`src/rtl/pc_pkg.sv`:
```
// Shared defaults and the select encoding for the program-counter register.
package pc_pkg;

  localparam int          PC_WIDTH         = 32;
  localparam int          INSTR_STEP       = 4;
  localparam logic [31:0] DEF_RESET_VECTOR = 32'h0000_0000;
  localparam logic [31:0] DEF_SET_VECTOR   = 32'h0000_0080;

  typedef enum logic [2:0] {
    SEL_SET,
    SEL_HOLD,
    SEL_RET,
    SEL_JUMP,
    SEL_INC
  } pc_sel_e;

endpackage

```
`src/rtl/ras_stack.sv`:
```
// Circular return-address stack: pushing when full overwrites the oldest entry.
// The overflow and underflow outputs are single-cycle pulses; the owner makes them sticky.
module ras_stack #(
  parameter int WIDTH = 32,
  parameter int DEPTH = 4
) (
  input  logic             clk,
  input  logic             reset,
  input  logic             clear,
  input  logic             push,
  input  logic             pop,
  input  logic [WIDTH-1:0] push_data,
  output logic [WIDTH-1:0] top,
  output logic             empty,
  output logic             full,
  output logic             overflow,
  output logic             underflow
);

  localparam int PW = $clog2(DEPTH);
  localparam int CW = $clog2(DEPTH + 1);

  logic [WIDTH-1:0] mem [DEPTH];
  logic [PW-1:0]    ptr;
  logic [CW-1:0]    count;

  // ptr is the next free slot, so the most recent entry sits one below it.
  assign top       = mem[ptr - PW'(1)];
  assign empty     = (count == '0);
  assign full      = (count == CW'(DEPTH));
  assign overflow  = push & full;
  assign underflow = pop & empty;

  always_ff @(posedge clk or negedge reset) begin
    if (!reset) begin
      ptr   <= '0;
      count <= '0;
    end else if (clear) begin
      ptr   <= '0;
      count <= '0;
    end else if (push) begin
      ptr <= ptr + PW'(1);
      if (!full) count <= count + CW'(1);
    end else if (pop && !empty) begin
      ptr   <= ptr - PW'(1);
      count <= count - CW'(1);
    end
  end

  always_ff @(posedge clk) begin
    if (push && !clear) mem[ptr] <= push_data;
  end

endmodule

```
`src/rtl/pc_seq_reg.sv`:
```
// Program-counter register with set/stall/ret/jump/increment priority and a return-address stack.
// Optional target alignment check is enabled by defining PC_ALIGN_CHECK_EN.
module pc_seq_reg
  import pc_pkg::*;
#(
  parameter int               WIDTH        = PC_WIDTH,
  parameter int               STEP         = INSTR_STEP,
  parameter logic [WIDTH-1:0] RESET_VECTOR = WIDTH'(DEF_RESET_VECTOR),
  parameter logic [WIDTH-1:0] SET_VECTOR   = WIDTH'(DEF_SET_VECTOR),
  parameter int               RAS_DEPTH    = 4
) (
  input  logic             clk,
  input  logic             reset,
  input  logic             set,
  input  logic             stall,
  input  logic             jump_valid,
  input  logic             call,
  input  logic             ret,
  input  logic [WIDTH-1:0] jump_target,
  output logic [WIDTH-1:0] pc,
  output logic             ras_empty,
  output logic             ras_full,
  output logic             ras_overflow,
  output logic             ras_underflow,
  output logic             misalign_err
);

  pc_sel_e          sel;
  logic             misalign;
  logic             target_misaligned;
  logic [WIDTH-1:0] pc_inc;
  logic [WIDTH-1:0] pc_next;
  logic [WIDTH-1:0] ras_top;
  logic             ovf_pulse;
  logic             unf_pulse;

  assign pc_inc = pc + WIDTH'(STEP);

`ifdef PC_ALIGN_CHECK_EN
  assign target_misaligned = |(jump_target & WIDTH'(STEP - 1));

  always_ff @(posedge clk or negedge reset) begin
    if (!reset)        misalign_err <= 1'b0;
    else if (set)      misalign_err <= 1'b0;
    else if (misalign) misalign_err <= 1'b1;
  end
`else
  assign target_misaligned = 1'b0;
  assign misalign_err      = 1'b0;
`endif

  always_comb begin
    sel      = SEL_INC;
    misalign = 1'b0;
    if (set)             sel = SEL_SET;
    else if (stall)      sel = SEL_HOLD;
    else if (ret)        sel = SEL_RET;
    else if (jump_valid) begin
      // A rejected target degrades to a plain increment with no push.
      if (target_misaligned) misalign = 1'b1;
      else                   sel = SEL_JUMP;
    end
  end

  always_comb begin
    pc_next = pc_inc;
    case (sel)
      SEL_SET:  pc_next = SET_VECTOR;
      SEL_HOLD: pc_next = pc;
      SEL_RET:  pc_next = ras_empty ? pc_inc : ras_top;
      SEL_JUMP: pc_next = jump_target;
      default:  pc_next = pc_inc;
    endcase
  end

  ras_stack #(.WIDTH(WIDTH), .DEPTH(RAS_DEPTH)) u_ras (
    .clk       (clk),
    .reset     (reset),
    .clear     (sel == SEL_SET),
    .push      ((sel == SEL_JUMP) && call),
    .pop       (sel == SEL_RET),
    .push_data (pc_inc),
    .top       (ras_top),
    .empty     (ras_empty),
    .full      (ras_full),
    .overflow  (ovf_pulse),
    .underflow (unf_pulse)
  );

  always_ff @(posedge clk or negedge reset) begin
    if (!reset) begin
      pc            <= RESET_VECTOR;
      ras_overflow  <= 1'b0;
      ras_underflow <= 1'b0;
    end else begin
      pc <= pc_next;
      if (set) begin
        ras_overflow  <= 1'b0;
        ras_underflow <= 1'b0;
      end else begin
        ras_overflow  <= ras_overflow | ovf_pulse;
        ras_underflow <= ras_underflow | unf_pulse;
      end
    end
  end

endmodule

```
`config.mk`:
```
export PLATFORM = sky130hd
export DESIGN_NAME = pc_seq_reg
export DESIGN_NICKNAME = d
export VERILOG_FILES = /design/src/rtl/pc_pkg.sv /design/src/rtl/ras_stack.sv /design/src/rtl/pc_seq_reg.sv
export SDC_FILE = /design/constraint.sdc
export NUM_CORES = 1
export LEC_CHECK = 0
export ABC_AREA = 1
export CORE_MARGIN = 8
export CORE_UTILIZATION = 60
export CTS_BUF_LIST = sky130_fd_sc_hd__clkbuf_16
export CTS_CLUSTER_SIZE = 40
export DETAILED_ROUTE_END_ITERATION = 7
export GPL_ROUTABILITY_DRIVEN = 0
export PLACE_DENSITY = 0.91
export REMOVE_ABC_BUFFERS = 1
export SETUP_SLACK_MARGIN = 0.05
export SYNTH_ARGS = -nofsm -noshare
export SYNTH_HDL_FRONTEND = slang
export SYNTH_SLANG_ARGS = --single-unit
```
`constraint.sdc`:
```
create_clock -name clk -period 9 [get_ports clk]
set_clock_uncertainty 0.15 [all_clocks]
set_input_delay 1.8 -clock clk [delete_from_list [all_inputs] [get_ports clk]]
set_output_delay 1.8 -clock clk [all_outputs]
set_load 0.01 [all_outputs]
```
[After elaboration in Yosys (flattened, before gate mapping)]
Memories as Yosys holds them, arrays and structs flattened.
Index checks and enable logic that the tools add are counted.
Storage, ports and cells
  flip-flop bits (word level): 39
  bits in latches: 0
  bits in writable memories: 128
  bits in read-only memories: 0
  output and inout port bits: 37
  memories: 1
Memories
  u_ras.mem: words 4, width 32, read ports 1, clocked after memory_dff 0, write ports 1, line ras_stack.sv:23  | logic [WIDTH-1:0] mem [DEPTH];
Operators by class
  add/subtract/negate cells: 5
  multipliers: 0
  divide/modulo/power cells: 0
  $lt $le $gt $ge: 0
  equality and inequality tests: 5
  shift-type cells: 0
  muxes and demuxes: 17
  bitwise gates (word level): 4
  reduce and logical (&&, ||, !) cells: 9
Operators by type and width (number)
  32-bit case mux with 4 select lines: 1
  32-bit by 3-bit adder with 32-bit output, second input constant: 1
  32-bit two-way mux: 1
  3-bit two-way mux: 8
  3-bit by 2-bit equality test with 1-bit output, second input constant: 2
  3-bit logical NOT: 2
  2-bit two-way mux: 3
  1-bit two-way mux: 4
  3-bit by 1-bit adder with 3-bit output, second input constant: 1
  3-bit by 1-bit equality test with 1-bit output, second input constant: 1
  3-bit equality test, second input constant: 1
  1-bit logical AND: 3
  3-bit by 2-bit != test with 1-bit output, second input constant: 1
  3-bit nonzero test: 1
  3-bit by 1-bit subtractor with 3-bit output, second input constant: 1
  2-bit by 1-bit adder with 2-bit output, second input constant: 1
  1-bit bitwise AND: 2
  1-bit logical NOT: 2
  1-bit bitwise OR: 2
  2-bit AND reduction: 1
  2-bit by 1-bit subtractor with 2-bit output, second input constant: 1

[Longest topological paths before layout]
  word-level depth: 9
  mapped depth: 14
  mapped depth without buffers: 11

[Cells and area by module]
A second synthesis with hierarchy kept.
Second synthesis, totals
  cell total of the unflattened synthesis: 841
  area total of the unflattened synthesis: 8007.7 sq um
By module, submodules not included
  ras_stack: times used 1, cells an instance 373, area each 5175.0 sq um, sequential area each 3968.8 sq um
  pc_seq_reg: times used 1, cells an instance 468, area each 2832.7 sq um, sequential area each 850.8 sq um

[Worst setup path before layout]
No wires, ideal clock.
  path type: input-to-reg
  start point: input port stall
  end point: memory u_ras.mem[0][0], enable pin
  setup time: 0.421 ns
  arrival time: 3.626 ns
  slack: 4.802 ns
  cell stages on the path: 5
  cell sequence: inv_1 nand2_1 nor2_2 nand2_2 nor2_1
On the way
  longest elaborated chain between the ends: 7
Ends and longest elaborated chain
  start, declared: line pc_seq_reg.sv:15  | input logic stall,
  3-bit two-way mux (*): line pc_seq_reg.sv:56  | else if (stall) sel = SEL_HOLD;
  3-bit two-way mux (*): line pc_seq_reg.sv:55  | if (set) sel = SEL_SET;
  3-bit by 2-bit equality test with 1-bit output or 3-bit logical NOT (tied branches): line pc_seq_reg.sv:80, pc_seq_reg.sv:79
  1-bit logical AND or 1-bit logical NOT (tied branches): line pc_seq_reg.sv:80, ras_stack.sv:51
  1-bit logical AND (*): line ras_stack.sv:51  | if (push && !clear) mem[ptr] <= push_data;
  1-bit two-way mux (*): line ras_stack.sv:51
  1-bit two-way mux (not written as such) (*): line ras_stack.sv:51
  end, declared: line ras_stack.sv:23
Mark *: on every way between the ends. The rest lies on a longest branch, timed or not.

[Worst setup path after layout]
  start point: input port set
  end point: memory u_ras.mem[2][6], enable pin
On the way
  longest elaborated chain between the ends: 6
Ends and longest elaborated chain
  start, declared: line pc_seq_reg.sv:14  | input logic set,
  3-bit two-way mux (*): line pc_seq_reg.sv:55
  3-bit by 2-bit equality test with 1-bit output or 3-bit logical NOT (tied branches): line pc_seq_reg.sv:80, pc_seq_reg.sv:79
  1-bit logical AND or 1-bit logical NOT (tied branches): line pc_seq_reg.sv:80, ras_stack.sv:51
  1-bit logical AND (*): line ras_stack.sv:51
  1-bit two-way mux (*): line ras_stack.sv:51
  1-bit two-way mux (not written as such) (*): line ras_stack.sv:51
Marks and branches as above.

==> flow_metrics.env <==
export IMPL_status="finished, final reports clean"
export IMPL_worstSkewPairLatency_ns=0.43
export IMPL_clkTransAtPathRegs_ns=0.06
export IMPL_area_delta_synth_final_pct=18.2
export IMPL_synthesis_area_sq_um=8260
export IMPL_yosysMostFrequentCell="nand2_1"
export IMPL_period_needed_ns=4.32
export IMPL_crit_slowest_cell="nor2_2"
export IMPL_cts_made_buffers=17
export IMPL_gr_usage_all_layers=0.251
export IMPL_postCtsSetupRepairBufs=0
export IMPL_first_global_vias=6801
export IMPL_start_util=0.605
export IMPL_p_per_area_nw_per_um2=210
export IMPL_cts_root_buffer="clkbuf_16"
export IMPL_drive_gt1_frac=0.0905
export IMPL_syn_area_per_cell_sq_um=8.82
export IMPL_cts_hold_buf=0
export IMPL_ir_drop_v=0.000138
export IMPL_cp_end_kind="flip-flop"
export IMPL_yosysTopAreaCellShare=0.465
export IMPL_cp_max_fo=33
export IMPL_path_cells="clkdlybuf4s50_1, inv_2, nand2_1, nor2_2, buf_4, nand2_2, nor2_2, buf_4"
export IMPL_period_share=0.480
export IMPL_yosys_top_cells_area="edfxtp_1, nand2_1, dfrtp_1, nand3_1, nor2_1"
export IMPL_drt_initial_drc_count=892
export IMPL_setup_tns_ns=0
export IMPL_totalWireLength_mm=22.1
export IMPL_drc=0
export IMPL_die_w_um=133
export IMPL_p_leak_nw=4.05
export IMPL_hp_class="reg -> reg"
export IMPL_crit_type="in -> reg"
export IMPL_p_total_mw=2.05
export IMPL_dp_hpwl_mm=13.4
export IMPL_synth_seq_area_share=0.583
export IMPL_synth_common_cells="nand2_1, edfxtp_1, nor2_1, nand3_1, inv_1"
export IMPL_ys_ff_latch=167
export IMPL_synth_edff_count=128
export IMPL_reg2reg_to="u_ras.mem[2][6]"
export IMPL_ant_nets=0
export IMPL_core_area_sq_um=13700
export IMPL_post_cts_resized=0
export IMPL_rsz0062_at_grt="false"
export IMPL_grt_max_degree=94
export IMPL_grt_pass1_wl_mm=34.6
export IMPL_worstPathArrival_ns=4.26
export IMPL_tritoncts="done"
export IMPL_fillers=920
export IMPL_seqCellArea_sq_um=4820
export IMPL_final_max_slew_viol_count=0
export IMPL_die_area_sq_um=17800
export IMPL_finalNetCount=1049
export IMPL_ff2ff_setup_slack_ns=5.90
export IMPL_io_pins=76
export IMPL_hold_path_end="ras_overflow"
export IMPL_max_slew_margin=0.319
export IMPL_cp_top_family="buffers and inverters"
export IMPL_hold_violations=0
export IMPL_cap_violations=0
export IMPL_rows=43
export IMPL_worstPathRequired_ns=8.94
export IMPL_die_h_um=133
export IMPL_antenna_found_initial=0
export IMPL_synth_top_flop_cell="edfxtp_1"
export IMPL_avgViaCountPerCell=5.83
export IMPL_r2r_cells=7
export IMPL_dr_pass1_iters=6
export IMPL_cts_sinks=167
export IMPL_yosysTopAreaCell="edfxtp_1"
export IMPL_grt_ovfl_total=0
export IMPL_clock_path_buffers=2
export IMPL_routedWlPerCell_um=18.4
export IMPL_ys_warn_count=0
export IMPL_hp_start="ras_overflow"
export IMPL_synthArstFlopShare=0.234
export IMPL_diodes=0
export IMPL_num_vias=6980
export IMPL_synth_cell_type_count=32
export IMPL_critPathMaxStageDelay_ns=0.52
export IMPL_synthCells=937
export IMPL_cp_num_buf_inv=4
export IMPL_start_kind="input pin"
export IMPL_multi_input_area_sq_um=2970
export IMPL_holdPathStages=2
export IMPL_htreeDepth=4
export IMPL_worst_pin_slew_ns=1.02
export IMPL_max_freq_ghz=0.231
export IMPL_timing_rr_start="u_ras.ptr[0]"
export IMPL_setup_viol=0
export IMPL_port_buffer_count=74
[power breakdown]
part | switching, mW | leakage (nW) | internal [mW]
logic | 0.218 | 2.06 | 0.133
clock network | 0.297 | 0.317 | 0.489
registers | 0.0403 | 1.67 | 0.873
[how the worst max path moves through the flow]
stage / endpoint / start / cells after the start / slack, ns
6_report: u_ras.mem[2][6] / set / 8 / 4.68
5_1_grt: u_ras.mem[2][6] / set / 8 / 4.51
4_1_cts: u_ras.mem[2][6] / set / 8 / 4.74
3_5_place_dp: u_ras.mem[2][6] / set / 8 / 4.29
3_3_place_gp: u_ras.mem[2][5] / set / 8 / 4.40
2_1_floorplan: pc[12] / u_ras.ptr[0] / 10 / 4.05
[tightest hold or removal path: stages, from the launching register on]
cell,delay (ns)
dfrtp_1,0.35
nand2_1,0.05
nand2_1,0.06
[cells by family (layout without fill, tap and decap cells)]
family,Yosys count,after routing,share of synthesized area
xor+xnor,6,6,0.00636
simple gates,571,571,0.295
flops,167,167,0.583
other cells,1,1,0.000454
fa+ha+maj,6,6,0.00909
compound gates,71,71,0.0480
buf+inv,115,195,0.0580
[layout make-up]
type / instances / share of cell area
clock buffer: 17 / 0.0435
clock inverter: 15 / 0.0215
inverter: 77 / 0.0296
multi-input combinational: 655 / 0.304
sequential: 167 / 0.493
tap: 180 / 0.0231
timing repair buffer: 86 / 0.0845
[per-layer routing]
layer | up-vias | part of all wire | track usage
met5 | - | 0 | 0
met4 | 0 | 0.034 | 0.129
met3 | 69 | 0.11 | 0.0678
met2 | 464 | 0.50 | 0.416
met1 | 3267 | 0.36 | 0.295
li1 | 3180 | - | -
[through the flow]
| stage | hold WS [ns] | setup WS, ns | cells | util | area [sq um] |
|---|---|---|---|---|---|
| 4_1_cts | 0.350 | 4.74 | 1197 | 0.715 | 9770 |
| 6_report | 0.349 | 4.68 | 1197 | 0.715 | 9770 |
| 2_1_floorplan | 0.343 | 4.05 | 899 | - | 8070 |
| 3_5_place_dp | 0.324 | 4.29 | 1165 | 0.668 | 9130 |
| 5_1_grt | 0.377 | 4.51 | 1197 | 0.715 | 9770 |
| 3_3_place_gp | 0.339 | 4.40 | 1165 | 0.668 | 9130 |
[layout by cell type, fill, tap and decap left out, types with 2 or more instances in the layout]
cell             Yosys  layout
a21oi_1             36      36
nor2_4               2       2
or2_2               27      27
nor2_2               8      12
o21bai_1             6       6
edfxtp_1           128     128
inv_2                3       3
buf_4                8      12
clkinv_4             0       2
nand2_2              3       3
dfrtp_1             39      38
clkinv_2             0       3
o21ai_0             18      18
o21ai_2              2       2
inv_1               73      75
nand2_1            300     300
o22ai_1              3       3
and2_1              19      19
clkdlybuf4s50_1      0      73
xor2_1               3       3
bufinv_16            0       5
nor2_1             107     103
nand3_1            103     103
xnor2_1              3       3
a22oi_1              3       3
ha_1                 6       6
clkbuf_16            0      17
clkinv_1             1       2
[registers in the layout (all words and copies together) (netlist names)]
name,cells
ras_overflow,1
pc,32
u_ras.count,3
ras_underflow,1
u_ras.mem,128
u_ras.ptr,2
(Power assumes the default switching activity.)
==> edit 1, RTL diff (same settings) <==
The option `PC_ALIGN_CHECK_EN` is turned on by a define.
--- a/src/rtl/pc_seq_reg.sv
+++ b/src/rtl/pc_seq_reg.sv
@@ -1,4 +1,6 @@
 // Program-counter register with set/stall/ret/jump/increment priority and a return-address stack.
 // Optional target alignment check is enabled by defining PC_ALIGN_CHECK_EN.
+`define PC_ALIGN_CHECK_EN
+
 module pc_seq_reg
   import pc_pkg::*;
Behaviour: not the same (Yosys sat finds a counterexample within 4 cycles, from zero or initial values and one cycle with reset low).
==> edit 1 against the unedited design <==
Maximum frequency decreased by 5.0%. Worst hold slack improved by 0.019 ns. Area after synthesis decreased by 4.1%. Setup slack got worse by 0.23 ns. First-iteration DRC count decreased by 10%. Wire length decreased by 5.5%. Highest routed layer unchanged. Total power increased by 8.5%. Cell area decreased by 2.9%. Sequential cell count increased by 1. Synthesized cell count decreased by 11%. Clock power increased by 9.2%.
==> edit 1: results (changes against the unedited design) <==
* Post-synth top cells: nand2_1 (281), edfxtp_1 (128), nand3_1 (87)
* Clk root buf: clkbuf_16
* Critical R2R Capture: pc[19]
* Crit-path max cell delay at 0.69 ns (+0.17 ns)
* FILL cells at 830 (-9.8%)
* Place WS at 4.086 ns (-0.1996 ns)
* Largest cells by area after synthesis: edfxtp_1 (49%), nand2_1 (13%), dfrtp_1 (13%)
* Hold path endpoint: misalign_err
* Fin nets at 943 (-10%)
* Outcome: finished clean
* Routed WL at 20830 um (-5.5%)
* Sequential Power Share at 0.405 (-0.040)
* Pin count of the biggest net entering global routing at 72 (-23%)
* Initial DRC count at 800 (-10%)
* Placed Area at 8791 um2 (-3.8%)
* Share of cells above drive strength 1 at 0.08782 (-0.002647)
* Peak supply drop at 0.1267 mV (-8.5%)
* Dpl hpwl at 12390 um (-7.6%)
* Logic pwr share at 0.209 (+0.038)
* P_comb at 0.000465 W (+32%)
* Crit-path leading delay family: simple AND/OR/NAND/NOR gates
* Pre-Repair DR Iteration Count at 5 (-1)
* Max clock buf depth at 2 (unchanged)
* Synth Instances at 831 (-11%)
* Slew margin rel. at 0.2107 (-0.1081)
* Vias in the first global route at 6453 (-5.1%)
* GRT Total Usage at 0.2576 (+0.006644)
* First-pass GRT wire length at 32870 um (-4.9%)
* Vias at 6358 (-8.9%)
* Part of the Yosys area used for sequential elements at 0.6113 (+0.02793)
* Cell at the slowest stage of the critical path: nor2_4
* CP Data Arrival Time at 4.48 ns (+0.22 ns)
* Asr flop ratio synth at 0.2381 (+0.004562)
* Antenna cells at 0 (unchanged)
* Finished Core Util at 0.7250 (+0.01011)
* Via-to-Cell Ratio at 5.849 (+0.31%)
* Worst Reg-to-Reg Cells at 9 (+2)
* Yosys cell types at 38 (+19%)
## edit 1: cell types whose count changed after synthesis, sizes merged, moves of 3 or more
| cell | unedited run | this run |
|---|---|---|
| nor2 | 117 | 79 |
| or2 | 27 | 1 |
| inv | 76 | 57 |
| and2 | 19 | 5 |
| nand2 | 303 | 289 |
| nand3 | 103 | 91 |
| nand4 | 0 | 12 |
| a21oi | 36 | 25 |
| xor2 | 3 | 10 |
| a221oi | 0 | 5 |
| o21ai | 20 | 25 |
| clkbuf | 15 | 11 |
| o211ai | 0 | 3 |
## edit 1: how the worst max path moves through the flow
stage                               from               to  slack, ns  depth (start not counted)
after floorplan           jump_target[0]  u_ras.mem[0][0]       4.25                          5
final                                set  u_ras.mem[1][5]       4.45                          7
after global placement               set   u_ras.count[2]       4.20                         13
after detailed placement             set  u_ras.mem[0][5]       4.09                          7
after CTS                            set  u_ras.mem[1][9]       4.48                          7
after global routing                 set   u_ras.count[2]       4.26                         13
## edit 1: per-layer routing
layer | wire [um] | part of all wire | global-route usage
met5 | 0 | 0 | 0
met4 | 721 | 0.035 | 0.1540
met2 | 10590 | 0.51 | 0.4353
met1 | 7547 | 0.36 | 0.2946
met3 | 1974 | 0.095 | 0.05925
## edit 1: area by class of cell
class	count	area share
Sequential cell	168	0.5108
Multi-Input combinational cell	571	0.2851
Timing Repair Buffer	83	0.08494
Clock buffer	17	0.04484
Clock inverter	15	0.02849
Tap cell	176	0.02321
Inverter	57	0.02255
## edit 1: kinds of logic after synthesis
| kind of cell | after synthesis | synth area share |
|---|---|---|
| and+or+nand+nor | 481 | 0.2611 |
| buffers and inverters | 92 | 0.04894 |
| DFF | 168 | 0.6113 |
| adders and majority gates | 6 | 0.009472 |
| AOI/OAI and AO/OA | 69 | 0.05163 |
| xor gates and xnor gates | 15 | 0.01752 |
==> edit 2, RTL diff (config.mk and constraints unchanged) <==
Made on the original files. Register the output `ras_overflow` once more, with the module's reset; this adds one clock of latency there. The other outputs are not delayed to match.
--- a/src/rtl/pc_seq_reg.sv
+++ b/src/rtl/pc_seq_reg.sv
@@ -25,4 +25,6 @@
   output logic             misalign_err
 );
+
+  logic ras_overflow_s0;
 
   pc_sel_e          sel;
@@ -91,13 +93,13 @@
     if (!reset) begin
       pc            <= RESET_VECTOR;
-      ras_overflow  <= 1'b0;
+      ras_overflow_s0 <= 1'b0;
       ras_underflow <= 1'b0;
     end else begin
       pc <= pc_next;
       if (set) begin
-        ras_overflow  <= 1'b0;
+        ras_overflow_s0 <= 1'b0;
         ras_underflow <= 1'b0;
       end else begin
-        ras_overflow  <= ras_overflow | ovf_pulse;
+        ras_overflow_s0 <= ras_overflow_s0 | ovf_pulse;
         ras_underflow <= ras_underflow | unf_pulse;
       end
@@ -105,4 +107,12 @@
   end
 
+  always_ff @(posedge clk or negedge reset) begin
+    if (!reset) begin
+      ras_overflow <= '0;
+    end else begin
+      ras_overflow <= ras_overflow_s0;
+    end
+  end
+
 endmodule
 
Function: changed (a bounded check fails within 10 cycles, from zero or initial values and one cycle with reset low).
==> edit 2 against the unedited design <==
Die area is 0.29% higher. Critical path depth is 1 lower. Area after synthesis increased by 0.33%. Worst hold slack worse by 0.12 ns. Cell area decreased by 0.51%. Setup slack worse by 0.56 ns. Sequential cell count grew 1. Total power is 1.2% higher. Wire length is 1.9% lower. Critical path type unchanged. Largest power group unchanged.
==> edit 2: results (changes against the unedited design) <==
* Outcome: finished clean
* GRT Total Usage at 0.2448 (-0.006227)
* Fin nets at 1043 (-0.57%)
* Largest cells by area after synthesis: edfxtp_1 (46%), nand2_1 (12%), dfrtp_1 (12%)
* Place WS at 3.752 ns (-0.5336 ns)
* FILL cells at 988 (+7.4%)
* Asr flop ratio synth at 0.2381 (+0.004562)
* Fin Hold WS at 0.2332 ns (-0.1159 ns)
* Crit-path leading delay family: simple AND/OR/NAND/NOR gates
* First-pass GRT wire length at 34380 um (-0.58%)
* Peak supply drop at 0.1583 mV (+14%)
* Vias in the first global route at 6968 (+2.5%)
* Worst Reg-to-Reg Cells at 11 (+4)
* Crit path capture: u_ras.mem[3][26]
* Critical R2R Capture: pc[14]
* Pleak at 3.990 nW (-1.4%)
* Post-synth top cells: nand2_1 (276), nor2_1 (132), edfxtp_1 (128)
* Dpl hpwl at 13170 um (-1.8%)
* Slew margin rel. at 0.2057 (-0.1131)
* Part of the Yosys area used for sequential elements at 0.5845 (+0.001082)
* Net switching fraction of the power at 0.2919 (+0.02075)
* Crit-path max cell delay at 0.77 ns (+0.25 ns)
* Yosys cell types at 36 (+13%)
* R2r setup slk at 5.37 ns (-0.53 ns)
* Initial DRC count at 845 (-5.3%)
* Share of cells above drive strength 1 at 0.09001 (-0.0004523)
* Via-to-Cell Ratio at 5.785 (-0.79%)
* Cell at the slowest stage of the critical path: nor2_4
* CP Data Arrival Time at 4.83 ns (+0.57 ns)
-- edit 2: cell count changes after synthesis, sizes merged, moves of 3 or more --
cell and delta:
a21oi -3, nand2 -23, nor2 +23, o21ai +12, nand3 -13, o22ai +3
-- edit 2: kinds of logic (layout without fill, tap and decap cells) --
kind of cell	count (synthesis)	in the layout	synth area share
AO/OA/AOI/OAI	83	83	0.05509
XOR/XNOR	6	6	0.006341
adder cells (fa/ha/maj)	6	6	0.009056
buffers and inverters	114	190	0.05857
flip-flops	168	168	0.5845
other	1	1	0.0004524
AND/OR/NAND/NOR	557	557	0.2860
-- edit 2: worst min path at each step --
stage / startpoint / to / cells past startpoint
2_1_floorplan: ras_overflow_s0 / ras_overflow / 0
3_3_place_gp: ras_overflow_s0 / ras_overflow / 0
3_5_place_dp: ras_overflow_s0 / ras_overflow / 0
4_1_cts: ras_overflow_s0 / ras_overflow / 0
5_1_grt: ras_overflow_s0 / ras_overflow / 0
6_report: ras_overflow_s0 / ras_overflow / 0
-- edit 2: per-layer routing --
| layer | track usage | share of wire | up-vias |
|---|---|---|---|
| li1 | - | - | 3171 |
| met2 | 0.4066 | 0.49 | 406 |
| met5 | 0 | 0 | - |
| met4 | 0.1216 | 0.030 | 0 |
| met3 | 0.05873 | 0.096 | 71 |
| met1 | 0.2925 | 0.38 | 3242 |
-- edit 2: through the flow --
| stage | cells | instance area, um2 |
|---|---|---|
| after floorplan | 898 | 8095 |
| after global placement | 1159 | 9120 |
| after detailed placement | 1159 | 9120 |
| after CTS | 1191 | 9719 |
| after global routing | 1191 | 9719 |
| final | 1191 | 9719 |
-- edit 2: layout make-up --
cell class | instances | area, um2 | area share
Clock buffer | 17 | 425.4 | 0.04377
Clock inverter | 15 | 173.9 | 0.01789
Inverter | 77 | 291.5 | 0.02999
Multi-Input combinational cell | 653 | 2969 | 0.3055
Sequential cell | 168 | 4846 | 0.4986
Tap cell | 180 | 225.2 | 0.02317
Timing Repair Buffer | 81 | 788.3 | 0.08110
-- edit 2: power groups by stage --
stage          registers (W)  clock network [W]  logic, W
3_5_place_dp        0.000944                  0  0.000383
6_report            0.000931           0.000751  0.000392
4_1_cts             0.000929           0.000754  0.000390
3_3_place_gp        0.000943                  0  0.000366
5_1_grt             0.000934           0.000790  0.000428
2_1_floorplan       0.000949                  0  0.000211
